`config.mk`:
```
export PLATFORM = sky130hd
export DESIGN_NAME = reg_file_sb
export DESIGN_NICKNAME = d
export VERILOG_FILES = /design/src/rtl/reg_file_sb.sv
export SDC_FILE = /design/constraint.sdc
export NUM_CORES = 1
export LEC_CHECK = 0
export BUFFER_PORTS_ARGS = -buffer_cell sky130_fd_sc_hd__buf_2
export CORE_MARGIN = 2
export CORE_UTILIZATION = 45
export DETAILED_ROUTE_END_ITERATION = 6
export GPL_TIMING_DRIVEN = 0
export HOLD_SLACK_MARGIN = 0.02
export PLACE_DENSITY = 0.62
export SETUP_SLACK_MARGIN = 0.02
export SLEW_MARGIN = 20
export SYNTH_ARGS = -nofsm -noshare
export SYNTH_HDL_FRONTEND = slang
export SYNTH_SLANG_ARGS = --single-unit
```
`constraint.sdc`:
```
create_clock -name clk -period 4.6 [get_ports clk]
set_input_delay 0.92 -clock clk [delete_from_list [all_inputs] [get_ports clk]]
set_output_delay 0.92 -clock clk [all_outputs]
set_load 0.03 [all_outputs]
```
`src/rtl/reg_file_sb.sv`:
```
// Dual-write, dual-read register file with per-register pending bits and a sequenced bulk-clear engine.
// Optional write-to-read forwarding is compiled in with REGFILE_BYPASS_EN.
module reg_file_sb #(
    parameter int DATA_W   = 8,
    parameter int ADDR_W   = 4,
    parameter int ZERO_REG = 0
) (
    input  logic              clk,
    input  logic              reset,
    input  logic              wrEnA,
    input  logic [ADDR_W-1:0] wAddA,
    input  logic [DATA_W-1:0] wDataA,
    input  logic              wrEnB,
    input  logic [ADDR_W-1:0] wAddB,
    input  logic [DATA_W-1:0] wDataB,
    input  logic [ADDR_W-1:0] rAddA,
    input  logic [ADDR_W-1:0] rAddB,
    output logic [DATA_W-1:0] rDataA,
    output logic [DATA_W-1:0] rDataB,
    output logic              busyA,
    output logic              busyB,
    input  logic              issueEn,
    input  logic [ADDR_W-1:0] issueAdd,
    input  logic              clrReq,
    output logic              clrBusy,
    output logic              clrDone
);
    localparam int DEPTH = 2**ADDR_W;

    typedef enum logic {IDLE, CLEAR} state_t;

    state_t            state, state_nxt;
    logic [DATA_W-1:0] regs [DEPTH];
    logic [DEPTH-1:0]  busy;
    logic [ADDR_W-1:0] cnt;
    logic              clr_busy;
    logic              clr_done_q;
    logic              clr_last;
    logic              en_a, en_b, en_i;

    function automatic logic is_zero(input logic [ADDR_W-1:0] a);
        return (ZERO_REG != 0) && (a == '0);
    endfunction

    assign clr_last = (state == CLEAR) && (cnt == ADDR_W'(DEPTH-1));
    assign en_a = wrEnA   && !clr_busy && !is_zero(wAddA);
    assign en_b = wrEnB   && !clr_busy && !is_zero(wAddB);
    assign en_i = issueEn && !clr_busy && !is_zero(issueAdd);

    always_ff @(posedge clk) begin
        if (reset) state <= IDLE;
        else       state <= state_nxt;
    end

    always_comb begin
        state_nxt = state;
        case (state)
            IDLE:    if (clrReq)   state_nxt = CLEAR;
            CLEAR:   if (clr_last) state_nxt = IDLE;
            default: state_nxt = IDLE;
        endcase
    end

    always_comb begin
        clr_busy = (state == CLEAR);
    end

    assign clrBusy = clr_busy;
    assign clrDone = clr_done_q;

    // Counter only runs in CLEAR, so it naturally wraps to 0 on the last step.
    always_ff @(posedge clk) begin
        if (reset) begin
            cnt        <= '0;
            clr_done_q <= 1'b0;
        end else begin
            cnt        <= clr_busy ? cnt + 1'b1 : '0;
            clr_done_q <= clr_last;
        end
    end

    // Port A is written after port B so it wins on a shared address; issue is last so a new producer wins.
    always_ff @(posedge clk) begin
        if (reset) begin
            for (int i = 0; i < DEPTH; i++) regs[i] <= '0;
            busy <= '0;
        end else if (clr_busy) begin
            regs[cnt] <= '0;
            busy[cnt] <= 1'b0;
        end else begin
            if (en_b) regs[wAddB] <= wDataB;
            if (en_a) regs[wAddA] <= wDataA;
            if (en_b) busy[wAddB] <= 1'b0;
            if (en_a) busy[wAddA] <= 1'b0;
            if (en_i) busy[issueAdd] <= 1'b1;
        end
    end

    always_comb begin
        rDataA = regs[rAddA];
`ifdef REGFILE_BYPASS_EN
        if (en_a && (wAddA == rAddA))      rDataA = wDataA;
        else if (en_b && (wAddB == rAddA)) rDataA = wDataB;
`endif
        if (is_zero(rAddA)) rDataA = '0;
    end

    always_comb begin
        rDataB = regs[rAddB];
`ifdef REGFILE_BYPASS_EN
        if (en_a && (wAddA == rAddB))      rDataB = wDataA;
        else if (en_b && (wAddB == rAddB)) rDataB = wDataB;
`endif
        if (is_zero(rAddB)) rDataB = '0;
    end

    assign busyA = busy[rAddA] && !is_zero(rAddA);
    assign busyB = busy[rAddB] && !is_zero(rAddB);

endmodule

```
==> results of run 1 <==
==> report_power, final <==
| part | leakage [uW] | total, uW | switching (uW) | internal (uW) |
|---|---|---|---|---|
| clock network | 0.000251 | 1310 | 615 | 700 |
| registers | 0.00152 | 1590 | 47.9 | 1540 |
| logic | 0.00163 | 517 | 335 | 182 |
| total | 0.00339 | 3420 | 997 | 2420 |
==> routing by layer <==
| layer | GRT usage [%] | up-vias | routed length (um) |
|---|---|---|---|
| met5 | 0 | - | 11 |
| met4 | 13.29 | 2 | 1438 |
| met3 | 8.086 | 99 | 3786 |
| met2 | 46.72 | 562 | 14720 |
| met1 | 41.64 | 3884 | 12710 |
| li1 | - | 3215 | - |
==> critical path, stage by stage <==
cell	delay (ps)
clkbuf_1	490
clkbuf_1	770
mux4_2	430
a22oi_1	410
nand2_1	100
buf_2	200
==> logic make-up after synthesis <==
| logic type | count (synthesis) | share of synthesized area, % |
|---|---|---|
| AOI/OAI and AO/OA | 210 | 19.18 |
| xor gates and xnor gates | 2 | 0.1882 |
| adders and majority gates | 4 | 0.5375 |
| buffers and inverters | 75 | 3.332 |
| DFF | 150 | 46.01 |
| muxes | 79 | 18.21 |
| and+or+nand+nor | 218 | 12.55 |
==> final cells by class <==
| type | count | area [sq um] |
|---|---|---|
| Sequential cell | 150 | 4284 |
| Clock buffer | 17 | 425.4 |
| Timing Repair Buffer | 45 | 225.2 |
| Buffer | 72 | 299.0 |
| Fill cell | 1797 | 9871 |
| Multi-Input combinational cell | 513 | 4723 |
| Clock inverter | 15 | 122.6 |
| Tap cell | 270 | 337.8 |
| Inverter | 3 | 11.26 |
==> Yosys cell counts, types with 7 or more instances <==
cell type / count / area share (%)
nand3_1: 36 / 1.9
buf_2: 17 / 0.91
buf_1: 16 / 0.65
nor2_1: 35 / 1.4
mux4_2: 72 / 17
a32o_1: 28 / 3.0
nor2b_1: 12 / 0.81
nand3b_1: 7 / 0.56
a22oi_1: 36 / 2.9
clkbuf_1: 37 / 1.5
dfxtp_1: 22 / 4.7
a221oi_1: 15 / 1.4
edfxtp_1: 128 / 41
nand2_1: 80 / 3.2
nand4_1: 7 / 0.47
o2bb2ai_1: 100 / 9.4
nand4_2: 7 / 0.94
a21oi_1: 14 / 0.75
==> state kept, by name (all words and copies together), names as in the netlist <==
register,cells
busy,16
clrBusy,1
clrDone,1
cnt,4
regs,128
==> per-stage QoR <==
| step | hold WS [ps] | setup slack [ps] | area (sq um) | power, uW | cells |
|---|---|---|---|---|---|
| after global placement | 489.9 | 569.1 | 9874 | 2100 | 1053 |
| after floorplan | 453.5 | 1307 | 9311 | 1926 | 738 |
| after CTS | 505.3 | 518.2 | 10420 | 3393 | 1085 |
| after detailed placement | 495.9 | 521.3 | 9874 | 2115 | 1053 |
| after global routing | 556.3 | 380.5 | 10430 | 3497 | 1085 |
| final | 516.2 | 352.7 | 10430 | 3417 | 1085 |
==> worst paths after layout <==
kind | start | endpoint | slack (ps)
max | rAddB[1] | rDataB[0] | 350
min | busy[4]$_SDFF_PP0_ | busy[4]$_SDFF_PP0_ | 520
max reg2reg | clrBusy$_SDFF_PP0_ | regs[8][5]$_DFFE_PP_ | 1800
min reg2reg | busy[4]$_SDFF_PP0_ | busy[4]$_SDFF_PP0_ | 520
==> impl_metrics.py, run 1 <==
metrics = {
    "run_status": {
        "status": "finished clean",
    },
    "clocking": {
        "cts-buffers-inserted": 17,
        "hold_buffers": 0,
        "cts_tree": "built",
        "clk_latency_ps": 440,
        "cts_sinks": 150,
        "cts_root_buf": "clkbuf_16",
        "post-cts-setup-buffers": 0,
        "clockBufferDepth": 2,
        "cts.htree.levels": 4,
        "path_clk_slew_ps": 60,
        "cts-resized-gates": 0,
    },
    "floorplanning": {
        "die_h_um": 147.8,
        "rows": 52,
        "ios": 62,
        "core_area_sq_mm": 0.02030,
        "die-area_sq_mm": 0.02186,
        "initial_core_util_pct": 45.87,
        "die_w_um": 147.8,
    },
    "synthesis": {
        "synthArstFlopShare_pct": 0,
        "synth-edff-count": 128,
        "syn-cell-area_sq_mm": 0.009311,
        "yosys_warnings": 0,
        "synth_ff_type": "edfxtp_1",
        "syn_nets": 784,
        "synth_cells": 738,
        "ys_ff_latch": 150,
        "synth.avg_cell_area_sq_um": 12.62,
        "yosysSeqAreaShare_pct": 46.01,
        "synth_cell_types": 45,
    },
    "worst_setup_path": {
        "reg2reg_depth": 4,
        "setup.worst_path.end_class": "output pin",
        "required_ps": 3680,
        "cp_max_fo": 10,
        "cp_data_arrival_time_ps": 3330,
        "worstSetupPathType": "in2out",
        "start_kind": "primary input",
    },
    "sta": {
        "max_freq_mhz": 235.4,
        "hold_viol": 0,
        "tns_ps": 0,
        "post-route-period-util_pct": 92.33,
        "report.final.setup_viol": 0,
        "final.setup_skew_ps": 9.776,
        "rsz0062_at_grt": "false",
        "max_slew_margin_pct": 25.00,
        "worst_pin_slew_ps": 1109,
        "drv_slew": 0,
        "period_needed_ps": 4247,
    },
    "global_routing": {
        "grt_max_degree": 17,
        "grt_pass1_wl_mm": 48.50,
        "grt_pass1_vias": 7659,
        "antenna_found_initial": 1,
        "grt.total_usage_pct": 30.63,
        "overflow": 0,
    },
    "final_layout": {
        "antenna_cells": 0,
        "mostFrequentLayoutCell": "edfxtp_1",
        "areaGrowthSynthToFinish_pct": 12.00,
        "mostFrequentLayoutCells": "edfxtp_1, o2bb2ai_1, nand2_1",
        "final_nets": 848,
        "drive_gt1_share_pct": 23.07,
        "utilization_pct": 51.37,
    },
    "power_and_ir_drop": {
        "p_per_area_mw_per_mm2": 327.6,
        "leakagePower_uw": 0.003393,
        "ir_drop_uv": 258.3,
    },
    "run": {
        "cap_viol_max_count": 0,
    },
    "placed_design": {
        "io_buffers": 45,
        "gp_congestion": 0.9801,
        "hpwl_mm": 23.80,
    },
    "hold_path": {
        "hold_class": "reg2reg",
        "hold_path_depth": 2,
    },
    "drt": {
        "ant_nets": 0,
        "wirelength_mm": 32.66,
        "vias_per_cell": 7.154,
        "wl_per_cell_um": 30.10,
        "num_vias": 7762,
        "drc": 0,
        "dr.pass1.iters": 5,
        "drt_iter0_drc": 951,
    },
}
No activity file was read; power rests on OpenSTA's default activity.
==> run 2, diff against run 1 <==
- MAX_ROUTING_LAYER: default -> met4
==> impl_metrics.py, run 2 (synthesis gave the netlist of run 1 again) <==
metrics = {
    "global_routing": {
        "grt_pass1_vias": 7533,
        "grt_max_degree": 17,
        "grt.total_usage_pct": 31.52,
        "antenna_found_initial": 0,
        "overflow": 0,
        "grt_pass1_wl_mm": 48.10,
    },
    "power_and_ir_drop": {
        "leakagePower_uw": 0.003416,
        "ir_drop_uv": 268.2,
        "p_per_area_mw_per_mm2": 332.0,
        "power_uw": 3468,
    },
    "final_layout": {
        "areaGrowthSynthToFinish_pct": 12.16,
        "antenna_cells": 0,
        "largest_reg_flops": 128,
        "fin_area_sq_mm": 0.01044,
        "drive_gt1_share_pct": 22.82,
        "stdcell_count": 1085,
        "utilization_pct": 51.45,
        "multiInputGateArea_sq_mm": 0.004717,
        "n_fill_cell": 1833,
        "regMostFlops": "regs",
        "mostFrequentLayoutCells": "edfxtp_1, o2bb2ai_1, nand2_1",
        "final_nets": 848,
        "seq_area_sq_mm": 0.004284,
        "mostFrequentLayoutCell": "edfxtp_1",
        "largestRegisters": "regs: 128 flops, busy: 16 flops, cnt: 4 flops",
    },
    "sta": {
        "max_slew_margin_pct": 30.22,
        "tns_ps": 0,
        "max_freq_mhz": 238.8,
        "final.setup_skew_ps": 10.61,
        "rsz0062_at_grt": "false",
        "period_needed_ps": 4188,
        "drv_slew": 0,
        "hold_viol": 0,
        "post-route-period-util_pct": 91.03,
        "report.final.setup_viol": 0,
        "worst_pin_slew_ps": 1032,
    },
    "floorplanning": {
        "initial_core_util_pct": 45.87,
        "ios": 62,
        "die-area_sq_mm": 0.02186,
        "rows": 52,
        "core_area_sq_mm": 0.02030,
        "die_w_um": 147.8,
        "die_h_um": 147.8,
    },
    "drt": {
        "ant_nets": 0,
        "drc": 0,
        "wl_per_cell_um": 30.61,
        "vias_per_cell": 7.183,
        "drt_iter0_drc": 920,
        "dr.pass1.iters": 5,
        "wirelength_mm": 33.21,
        "num_vias": 7794,
    },
    "clocking": {
        "cts.htree.levels": 4,
        "hold_buffers": 0,
        "clockBufferDepth": 2,
        "post-cts-setup-buffers": 0,
        "path_clk_slew_ps": 70,
        "cts_tree": "built",
        "cts-resized-gates": 0,
        "cts_root_buf": "clkbuf_16",
        "clk_latency_ps": 440,
        "cts_sinks": 150,
        "cts-buffers-inserted": 17,
    },
    "worst_setup_path": {
        "start_kind": "primary input",
        "cp_max_fo": 10,
        "required_ps": 3680,
        "r2r_slack_ps": 1780,
        "reg2reg_depth": 4,
        "r2r_end": "regs[8][2]$_DFFE_PP_",
        "setup.worst_path.end_class": "output pin",
        "r2r_start": "clrBusy$_SDFF_PP0_",
        "cp_data_arrival_time_ps": 3270,
        "worstSetupPathType": "in2out",
    },
    "placed_design": {
        "hpwl_mm": 24.28,
        "placed_area_sq_mm": 0.009874,
        "io_buffers": 45,
        "numPlacedInstances": 1053,
        "gp_congestion": 0.9986,
    },
    "hold_path": {
        "hold_path_depth": 2,
        "hold_class": "reg2reg",
        "hold_end": "busy[4]$_SDFF_PP0_",
        "hp-start": "busy[4]$_SDFF_PP0_",
    },
    "run_status": {
        "status": "finished clean",
    },
    "run": {
        "cap_viol_max_count": 0,
    },
}
[run 2: changes by cell type in the layout (fill, tap and decap cells not counted)]
cell / previous run / this run
clkinvlp_4: 6 / 2
clkinv_4: 3 / 4
nor4bb_2: 1 / 0
nor4bb_1: 2 / 3
bufinv_16: 0 / 1
inv_6: 4 / 5
clkinv_1: 0 / 1
[run 2: final cells by class]
class / count / area share [%]
clock inverters: 15 / 1.378
plain buffers: 72 / 2.863
inverters: 3 / 0.1078
clock buffers: 17 / 4.073
well taps: 270 / 3.235
multi-input cells: 513 / 45.17
flip-flops and latches: 150 / 41.02
repair buffers: 45 / 2.156
[run 2: power by group]
group          leakage (uW)  switching, uW  internal [uW]
clock              0.000275            607            755
combinational       0.00162            336            182
sequential          0.00152           49.2           1540
[run 2: metal layers]
metal | global-route usage (%) | wire, um | vias to the layer above
met1 | 40.91 | 12250 | 3822
met3 | 7.191 | 4183 | 101
met4 | 15.76 | 1716 | 0
li1 | - | - | 3219
met2 | 46.91 | 15060 | 652
met5 | - | 0 | -
[run 2: worst max-delay path, cell delays in order]
cell and delay (ps):
clkbuf_1 500, clkbuf_1 720, mux4_2 440, a22oi_1 370, nand2_1 110, buf_2 200
[run 2: worst max-delay path by stage]
stage                  start   endpoint  slack [ps]  cells after the start
floorplan           rAddA[0]  rDataA[4]        1310                      5
global placement    rAddA[1]  rDataA[1]         560                      6
detailed placement  rAddA[1]  rDataA[0]         520                      6
CTS                 rAddA[1]  rDataA[0]         520                      6
global route        rAddA[1]  rDataA[0]         430                      6
finish              rAddA[1]  rDataA[0]         410                      6
[run 2: through the flow]
| stage | setup slack, ps | hold slack [ps] |
|---|---|---|
| after floorplan | 1307 | 453.5 |
| after detailed placement | 523.7 | 493.5 |
| after global placement | 563.9 | 486.6 |
| after CTS | 516.9 | 503.0 |
| final | 412.5 | 507.0 |
| after global routing | 432.4 | 545.7 |
